[src/rtl/switch_conditioner.sv]
// Switch input conditioner for the picoMIPS ALU operand bus: two-flop
// synchronisers, per-bit debouncers and an SW8 press/ack handshake.

module switch_conditioner_lane #(
    parameter int DEBOUNCE = 50000,
    parameter int CW       = $clog2(DEBOUNCE)
) (
    input  logic clk,
    input  logic reset,
    input  logic raw_i,
    output logic level_o
);

    logic          sync1_q, sync2_q;
    logic          level_q, level_d;
    logic [CW-1:0] cnt_q, cnt_d;

    // Count consecutive cycles the synchronised level disagrees with the
    // accepted one; any agreement restarts the count, so it cannot wrap.
    always_comb begin
        level_d = level_q;
        cnt_d   = '0;
        if (sync2_q != level_q) begin
            if (cnt_q == CW'(DEBOUNCE - 1)) begin
                level_d = sync2_q;
                cnt_d   = '0;
            end else begin
                cnt_d = cnt_q + 1'b1;
            end
        end
    end

    always_ff @(posedge clk or posedge reset) begin
        if (reset) begin
            sync1_q <= 1'b0;
            sync2_q <= 1'b0;
            level_q <= 1'b0;
            cnt_q   <= '0;
        end else begin
            sync1_q <= raw_i;
            sync2_q <= sync1_q;
            level_q <= level_d;
            cnt_q   <= cnt_d;
        end
    end

    assign level_o = level_q;

endmodule

module switch_conditioner #(
    parameter int n        = 8,
    parameter int DEBOUNCE = 50000,
    localparam int CW      = $clog2(DEBOUNCE)
) (
    input  logic         clk,
    input  logic         reset,
    input  logic [n:0]   sw_raw,
    input  logic         ack,
    output logic [n:0]   switches,
    output logic [n-1:0] data_latched,
    output logic         press,
    output logic         release_o,
    output logic         data_valid,
    output logic         overrun
);

    typedef enum logic {IDLE = 1'b0, HELD = 1'b1} state_t;

    state_t         state_q, state_d;
    logic           press_q, press_d;
    logic           release_q, release_d;
    logic [n-1:0]   latched_q, latched_d;
    logic           valid_q, valid_d;
    logic           overrun_q, overrun_d;
    logic [n:0]     level;

    for (genvar i = 0; i <= n; i++) begin : g_lane
        switch_conditioner_lane #(
            .DEBOUNCE(DEBOUNCE),
            .CW      (CW)
        ) u_lane (
            .clk    (clk),
            .reset  (reset),
            .raw_i  (sw_raw[i]),
            .level_o(level[i])
        );
    end

    always_comb begin
        state_d   = state_q;
        press_d   = 1'b0;
        release_d = 1'b0;
        latched_d = latched_q;
        case (state_q)
            IDLE: if (level[n]) begin
                press_d   = 1'b1;
                latched_d = level[n-1:0];
                state_d   = HELD;
            end
            HELD: if (!level[n]) begin
                release_d = 1'b1;
                state_d   = IDLE;
            end
            default: state_d = IDLE;
        endcase
    end

    // A press on the same edge as ack wins; the ack retires the old data,
    // so it cannot count towards an overrun.
    always_comb begin
        valid_d   = valid_q;
        overrun_d = overrun_q;
        if (press_d) begin
            valid_d   = 1'b1;
            overrun_d = ack ? 1'b0 : (overrun_q | valid_q);
        end else if (ack) begin
            valid_d   = 1'b0;
            overrun_d = 1'b0;
        end
    end

    always_ff @(posedge clk or posedge reset) begin
        if (reset) begin
            state_q   <= IDLE;
            press_q   <= 1'b0;
            release_q <= 1'b0;
            latched_q <= '0;
            valid_q   <= 1'b0;
            overrun_q <= 1'b0;
        end else begin
            state_q   <= state_d;
            press_q   <= press_d;
            release_q <= release_d;
            latched_q <= latched_d;
            valid_q   <= valid_d;
            overrun_q <= overrun_d;
        end
    end

    assign switches     = level;
    assign data_latched = latched_q;
    assign press        = press_q;
    assign release_o    = release_q;
    assign data_valid   = valid_q;
    assign overrun      = overrun_q;

endmodule

[config.mk]
export PLATFORM = sky130hd
export DESIGN_NAME = switch_conditioner
export DESIGN_NICKNAME = d
export VERILOG_FILES = /design/src/rtl/switch_conditioner.sv
export SDC_FILE = /design/constraint.sdc
export NUM_CORES = 1
export LEC_CHECK = 0
export ABC_CLOCK_PERIOD_IN_PS = 5250
export CORE_MARGIN = 2
export CORE_UTILIZATION = 55
export DETAILED_ROUTE_END_ITERATION = 7
export PLACE_DENSITY = 0.84
export SLEW_MARGIN = 40
export SYNTH_ARGS = -nofsm -noshare
export SYNTH_HDL_FRONTEND = slang
export SYNTH_SLANG_ARGS = --single-unit
[constraint.sdc]
create_clock -name clk -period 5.25 [get_ports clk]
set_clock_uncertainty 0.1 [all_clocks]
set_input_delay 0.525 -clock clk [delete_from_list [all_inputs] [get_ports clk]]
set_output_delay 0.525 -clock clk [all_outputs]
set_load 0.02 [all_outputs]
After elaboration in Yosys (flattened, before gate mapping)
Cells that the tools add are included.
{"block": "classes", "n_addsub": 9, "eq_ne": 18, "mux": 26, "n_bitwise": 2, "n_reduce_logical": 11}
{"cell": "16-bit 2-to-1 mux", "count": 18}
{"cell": "16-bit by 1-bit adder with 16-bit output, second input constant", "count": 9}
{"cell": "16-bit == test, second input constant", "count": 9}
{"cell": "2-bit AND reduction", "count": 10}
{"cell": "1-bit inequality test", "count": 9}
{"cell": "1-bit 2-to-1 mux", "count": 8}
{"cell": "2-bit nonzero test", "count": 1}
{"cell": "1-bit NOT", "count": 1}
{"cell": "1-bit bitwise OR", "count": 1}
{"block": "totals", "regBits": 184, "output_inout_bits": 21, "elab_cells": 108}

Logic depth before layout (Yosys ltp)
Gate-level depths: netlist of run 1.
{"block": "logic_depth", "ltp_word": 3, "depth_mapped": 6, "depth_no_buf": 5}

By module
A second synthesis of run 1 with hierarchy kept.
{"block": "hier_totals", "cells_unflattened": 786, "hier_area_um2": 9176.3}
{"mod": "switch_conditioner_lane", "instances": 9, "cells_per_inst": 84, "area_each_um2": 963.4}
{"mod": "switch_conditioner", "instances": 1, "cells_per_inst": 30, "area_each_um2": 505.5}

Least setup slack after synthesis of run 1
OpenSTA, ideal clock, no wires.
{"block": "synth_path", "path_kind": "reg2reg", "from": "reg g_lane[5].u_lane.cnt_q[5]", "to": "reg g_lane[5].u_lane.cnt_q[10]", "arrival_ns": 1.618, "t_required_ns": 5.031, "slack_ns": 3.413, "stages_incl_launch_ff": 6, "n_path_buf": 1, "synth_period_minus_slack_ns": 1.837, "cell_sequence": "dfrtp_1 nand4bb_1 or4_4 o31ai_4 buf_6 nor2_1"}
{"block": "synth_via", "elab_chain_cells": 3}
{"element": "start: declaration", "line_no": "16", "source": "logic [CW-1:0] cnt_q, cnt_d;"}
{"element": "start signal: assignment", "line_no": "43", "source": "cnt_q <= cnt_d;"}
{"element": "16-bit by 1-bit adder with 16-bit output or 16-bit == test (tied branches)", "line_no": "28, 24"}
{"element": "16-bit 2-to-1 mux (*)", "line_no": "24", "source": "if (cnt_q == CW'(DEBOUNCE - 1)) begin"}
{"element": "16-bit 2-to-1 mux (*)", "line_no": "23", "source": "if (sync2_q != level_q) begin"}
{"element": "via g_lane[5].u_lane.cnt_d[10]", "line_no": "16"}
The timed path passes the listed nets; every way through them passes the cells marked *.
A chain may end at the register's enable or synchronous reset.

Worst setup path after layout of run 1
{"block": "layout_path", "from": "reg g_lane[8].u_lane.level_q", "to": "out switches[8]"}
{"element": "start: declaration", "line_no": "15", "source": "logic level_q, level_d;"}
{"element": "start signal: assignment", "line_no": "42", "source": "level_q <= level_d;"}
{"element": "end: declaration", "line_no": "60", "source": "output logic [n:0] switches,"}
No word-level cell between the ends.

==> results.md, run 1 <==
* Via Count at 5915
* # hold bufs at CTS at 0
* Area Overhead vs Synth at 13.1%
* Crit-path slowest cell: clkdlybuf4s50_1
* Syn Std Cell Area at roughly 8400 µm²
* Clock latency at the later pin of the worst-skew pair at about 0.43 ns
* Data arrival, critical path at 1.55 ns
* Post-route ant nets at 0
* Setup CP Type: reg2out
* Fmax at 0.459 GHz
* Die footprint at between 15000 and 20000 µm²
* Clk buf depth at 2
* Clk pwr share at between 40 and 50%
* Peak VDD IR at 210 µV
* Syn Inst Count at between 800 and 900
* Share of cells above drive strength 1 at under 10%
* Gpl congestion at roughly 0.9
* Warning count from the yosys run at 0
* Die height at roughly 130 µm
* Worst reg2reg setup slack at between 3 and 4 ns
* Reg clk slew, reported paths at ~0.06 ns
* Final Hold Vio Count at 0
* Critical Path Sink Type: output port
* Wire length on met2 at approximately 7700 µm
* Drt pass-1 iters at 4
* Non-filler instance count after layout at roughly 1100
* Post-cts gate resize count at 0
* WHS at around 0.25 ns
* Post-synth top area cell: dfrtp_1
* Clock Sinks at 184
* Highest metal used: met4
* Fraction of registers with async set/reset at 100%
* Crit-path cells: clkdlybuf4s50_1
* GR Overflow Total at 0
* Core Region at about 15000 µm²
* Vias in the first global route at 5756
* R2r endpoint: g_lane[5].u_lane.cnt_q[11]$_DFF_PP0_
* Switching share of total power at about 22%
* Crit path to: switches[8]
* Setup crit start: g_lane[8].u_lane.level_o$_DFFE_PP0P_
* IO Port Bufs at 32
* Met3 Routed Length at 565 µm
* GRT Total Usage at between 20% and 30%
* Gate power share at 3.2%
* CTS Buf Count at 17
* # DRC at 0
* Synth Net Count at 838
* Internal Power at around 0.0022 W
* Post-DP HPWL at about 10000 µm
* Total Wirelength at approximately 16000 µm
* Hold_sp: g_lane[4].u_lane.sync1_q$_DFF_PP0_
* Area contributors post-synth: dfrtp_1, xnor2_1, nor2_1
* CTS root buffer: clkbuf_16
* Sequential share of power at approximately half
* Status: completed
* Period utilization at roughly two fifths
* RR Startpoint: g_lane[5].u_lane.cnt_q[5]$_DFF_PP0_
* Ant diodes at 0
* # setup viols final at 0
* Number of setup buffers added after CTS at 0
* CP Max Fanout at 6
* Nets at a little under 900
* Stages on the worst setup path at 1
* Largest net degree at the start of global routing at about 110
* Metal1 wirelength at between 7000 and 8000 µm
* Distinct cell type count after synthesis at between 40 and 50
* Max-cap violations at 0
* Placed instance count at roughly 1000
* Initial antenna violation count at 0
* I/O pin count at 33
* Critical path's largest stage delay at 0.66 ns
* Minimum clock period at between 2 and 2.5 ns
* PnR worst setup slack at 3.07 ns
* Power per cell area at 295 nW/µm²
* Setup TNS at 0 ns
* Synth Flop Type: dfrtp_1
* Syn Area/Cell at just over 10 µm²
* Worst slack, placed at around 3.0 ns
* Leakage at about 4 nW
* # H-tree levels at 4
* Register area share after synthesis at a little over half
* Post-synth EDFFs at 0
* Via density at ~5.6
* Worst Max-Slew Pin Slew at 0.621 ns
* Initial Util at a little under three fifths
* Die X at ~130 µm
* Tightest Hold Check Type: reg2reg
* Reg2Reg Depth at 4
* Sw power at between 0.0006 and 0.0007 W
* DR WL/cell at roughly 15 µm
* #FFs+latches synth at 184
* Drt first-iter violations at roughly 410
* Slew headroom at between 50% and 60%
* CP delay by family, top: buffers and inverters
* Max Slew Vio Count at 0
* First-pass GRT wire length at ~27000 µm
* # rows at 45
* Share of the synthesized area in the top cell type at between 50 and 60%
* CTS tree: done
* Critical path launch point type: register
* WP buf/inv at 1
* Worst path required time at about 4.6 ns
* RSZ-0062 raised after global routing: no
## cell usage in the layout, fill, tap and decap left out, drive strengths merged, types with 3 or more instances in the layout
cell	count
o41ai	3
dfrtp	184
buf	6
xnor2	95
xor2	31
a21oi	10
o21ai	3
nor3	30
nor4	31
nand4	38
nor4bb	7
clkbuf	20
o31ai	6
nor4b	6
ha	9
clkinv	7
inv	29
clkdlybuf4s50	32
or4	6
or3	6
mux2	9
nor2	156
and4	6
nand2	62
nand3	46
and3	10
## cell usage after synthesis (3+ instances only)
cell,number
inv_1,27
or3_1,4
and4_1,6
nor4b_1,6
nor2_1,156
clkbuf_1,7
and3_1,10
ha_1,9
o41ai_4,3
nand2_1,62
buf_4,10
nor4_1,31
nand4_1,38
dfrtp_1,184
nand3_1,44
nor4bb_1,7
o31ai_1,5
or4_1,5
xnor2_1,95
mux2_2,9
a21oi_1,10
xor2_1,31
o21ai_0,3
nor3_1,30
## through the flow
step           total power (W)  area [µm²]  util (%)
6_report               0.00282        9550      63.3
5_1_grt                0.00293        9550      63.3
4_1_cts                0.00285        9530      63.1
3_5_place_dp           0.00158        8930      59.2
3_3_place_gp           0.00157        8910      59.0
2_1_floorplan          0.00155        8450         -
## logic make-up after synthesis
logic type / synth area share, %
AND/OR/NAND/NOR: 24.5
AO/OA/AOI/OAI: 2.65
buffers and inverters: 2.70
multiplexers: 1.20
XOR/XNOR: 13.1
flip-flops: 54.5
adder cells (fa/ha/maj): 1.33
## state kept, by name (all words and copies together) (netlist names)
name                   flops
overrun                    1
g_lane.u_lane.level_o      9
g_lane.u_lane.cnt_q      144
data_latched               8
state_q                    1
data_valid                 1
press                      1
g_lane.u_lane.sync1_q      9
release_o                  1
g_lane.u_lane.sync2_q      9
## layout make-up
type                       instances  area [µm²]
timing repair buffer              38         390
multi-input combinational        585        3610
inverter                          28         109
fill                            1145        5540
sequential                       184        4600
clock buffer                      20         457
tap                              188         235
clock inverter                    12         141
## power by group through the flow
stage / clock (W) / sequential (W) / combinational (W)
2_1_floorplan: 0 / 0.00148 / 0.0000650
3_3_place_gp: 0 / 0.00149 / 0.0000881
3_5_place_dp: 0 / 0.00149 / 0.0000916
4_1_cts: 0.00129 / 0.00146 / 0.0000922
5_1_grt: 0.00135 / 0.00147 / 0.000106
6_report: 0.00127 / 0.00146 / 0.0000909
## worst register-to-register path: cells and delay by family, from the launching register on
kind            cells  cell delay (ns)
simple gates        3             0.87
flops               1             0.43
compound gates      1             0.58
## layer usage
layer,track usage (%),vias up
met5,0,-
met4,8.86,0
met3,4.47,29
met2,33.0,116
met1,27.2,2899
li1,-,2871
## how the worst min path moves through the flow
stage | cells after the start | slack [ns] | to
after floorplan | 0 | 0.23 | g_lane[0].u_lane.sync2_q$_DFF_PP0_
after global placement | 0 | 0.23 | g_lane[3].u_lane.sync2_q$_DFF_PP0_
after detailed placement | 0 | 0.23 | g_lane[4].u_lane.sync2_q$_DFF_PP0_
after CTS | 0 | 0.25 | g_lane[4].u_lane.sync2_q$_DFF_PP0_
after global routing | 0 | 0.27 | g_lane[2].u_lane.sync2_q$_DFF_PP0_
final | 0 | 0.25 | g_lane[4].u_lane.sync2_q$_DFF_PP0_
Power figures use the tool's default switching activity.
==> run 2: changes to the inputs <==
- ABC_CLOCK_PERIOD_IN_PS: 5250 -> 1800
- clock period: 5.25 -> 1.8 ns (I/O delays scaled with it)
==> run 2 against run 1 <==
  * Cell count up 5.7%
  * Die area unchanged
  * Global-route usage up 1.1 points
  * Sequential cell count unchanged
  * Cell area up 7.0%
  * Critical path type unchanged
  * Largest power group is now clock
==> results.md, run 2 (synthesis gave the netlist of run 1 again) <==
* # setup viols final at 0
* CP Max Fanout at 4
* Gpl congestion at approximately 0.87
* Initial antenna violation count at 0
* Switching share of total power at 20.6%
* Non-filler instance count after layout at approximately 1100
* DR WL/cell at 15.1 µm
* Core Region at around 15000 µm²
* CTS Buf Count at 17
* Sw power at 0.00185 W
* Nets at about 940
* WHS at roughly 0.079 ns
* Max Slew Vio Count at 0
* Total Wirelength at ~17000 µm
* Share of cells above drive strength 1 at roughly 15%
* # DRC at 0
* RSZ-0062 raised after global routing: yes
* Sequential share of power at about 48%
* Number of flip-flops in the largest register at approximately 140
* Critical path launch point type: register
* Die X at ~130 µm
* Die height at roughly 130 µm
* Initial Util at between 50% and 60%
* GRT Total Usage at between 20% and 30%
* Clock latency at the later pin of the worst-skew pair at between 0.4 and 0.5 ns
* Area Overhead vs Synth at 21.0%
* Ant diodes at 0
* # hold bufs at CTS at 0
* Final Hold Vio Count at 0
* Drt first-iter violations at 590
* Post-DP HPWL at roughly 11000 µm
* Via Count at around 6200
* Critical path's largest stage delay at ~0.64 ns
* Vias in the first global route at 6212
* Minimum clock period at 1.76 ns
* Worst Max-Slew Pin Slew at about 0.45 ns
* Drt pass-1 iters at 5
* IO Port Bufs at 32
* Filler cells at approximately 1100
* Crit-path cells: clkdlybuf4s50_1
* Critical Path Sink Type: output port
* Gate power share at under 10%
* Status: completed
* Reg with most FFs: g_lane.u_lane.cnt_q
* Reg area at between 4000 and 5000 µm²
* GR Overflow Total at 0
* Commonest cells after routing, fill and taps aside: dfrtp_1, nor2_1, xnor2_1
* Crit-path slowest cell: clkdlybuf4s50_1
* WP buf/inv at 1
* Period utilization at 97.7%
* Internal Power at around 0.0071 W
* # H-tree levels at 4
* Clk buf depth at 2
* CP delay by family, top: buffers and inverters
* Power per cell area at 878 nW/µm²
* Clock Sinks at between 150 and 200
* I/O pin count at 33
* CTS root buffer: clkbuf_16
* Leakage at between 4 and 5 nW
* First-pass GRT wire length at around 29000 µm
* Reg clk slew, reported paths at 0.07 ns
* Data arrival, critical path at between 1 and 1.5 ns
* Tightest Hold Check Type: in2reg
* Clk pwr share at roughly 50%
* Die footprint at roughly 16000 µm²
* Commonest non-fill, non-tap cell in the layout: dfrtp_1
* Fmax at around 0.57 GHz
* Setup CP Type: reg2out
* Placed instance count at between 1000 and 1500
* Slew headroom at between 60% and 70%
* Post-route ant nets at 0
* Peak VDD IR at 694 µV
* Largest net degree at the start of global routing at 83
* Max-cap violations at 0
* Worst path required time at roughly 1.5 ns
* Multi-input gate area at 3690 µm²
* Via density at roughly 5.6
* CTS tree: done
* # rows at 45
run 2: through the flow:
step | TNS [ns] | instance area [µm²] | total power [W] | utilization [%] | setup slack (ns)
floorplan | -155.40 | 8450 | 0.00452 | - | -0.845
global placement | 0 | 9380 | 0.00463 | 62.1 | 0.0320
detailed placement | -0.0345 | 9380 | 0.00465 | 62.1 | -0.0345
CTS | 0 | 10100 | 0.00905 | 66.9 | 0.00256
global route | -0.685 | 10200 | 0.00928 | 67.7 | -0.0474
finish | 0 | 10200 | 0.00897 | 67.7 | 0.0411
run 2: final timing paths:
| kind | slack (ns) | startpoint | depth (start not counted) | endpoint |
|---|---|---|---|---|
| max | 0.04 | g_lane[1].u_lane.level_o$_DFFE_PP0P_ | 1 | switches[1] |
| min | 0.08 | sw_raw[4] | 1 | g_lane[4].u_lane.sync1_q$_DFF_PP0_ |
| max reg2reg | 0.04 | g_lane[5].u_lane.cnt_q[9]$_DFF_PP0_ | 5 | g_lane[5].u_lane.cnt_q[2]$_DFF_PP0_ |
| min reg2reg | 0.25 | g_lane[4].u_lane.sync1_q$_DFF_PP0_ | 0 | g_lane[4].u_lane.sync2_q$_DFF_PP0_ |
| max in group asynchronous | 1.06 | reset | 3 | g_lane[7].u_lane.cnt_q[5]$_DFF_PP0_ |
| min in group asynchronous | 0.16 | reset | 3 | g_lane[6].u_lane.sync2_q$_DFF_PP0_ |
run 2: final cells by class:
type / instances / share of cell area (%)
clock buffers: 18 / 4.30
multi-input cells: 585 / 36.1
inverters: 28 / 1.07
repair buffers: 98 / 8.48
well taps: 188 / 2.30
clock inverters: 14 / 2.61
flip-flops and latches: 184 / 45.1
run 2: routing by layer:
metal / vias to the layer above / global-route usage, % / routed length (µm)
li1: 2992 / - / -
met1: 3026 / 28.8 / 7530
met2: 158 / 35.3 / 8270
met3: 27 / 5.09 / 708
met4: 0 / 7.37 / 282
met5: - / 0 / 0
run 2: power by group through the flow:
stage	Combinational (W)	Sequential, W	Clock [W]
after global placement	0.000298	0.00434	0
after detailed placement	0.000308	0.00434	0
after CTS	0.000310	0.00427	0.00447
final	0.000313	0.00427	0.00438
after global routing	0.000360	0.00428	0.00464
after floorplan	0.000190	0.00433	0
run 2: repair_timing:
item / CTS / global route
setup endpoints to repair: 20 / 72
setup buffers: 0 / 5
resized for setup: 5 / 18
pin swaps: 2 / 8
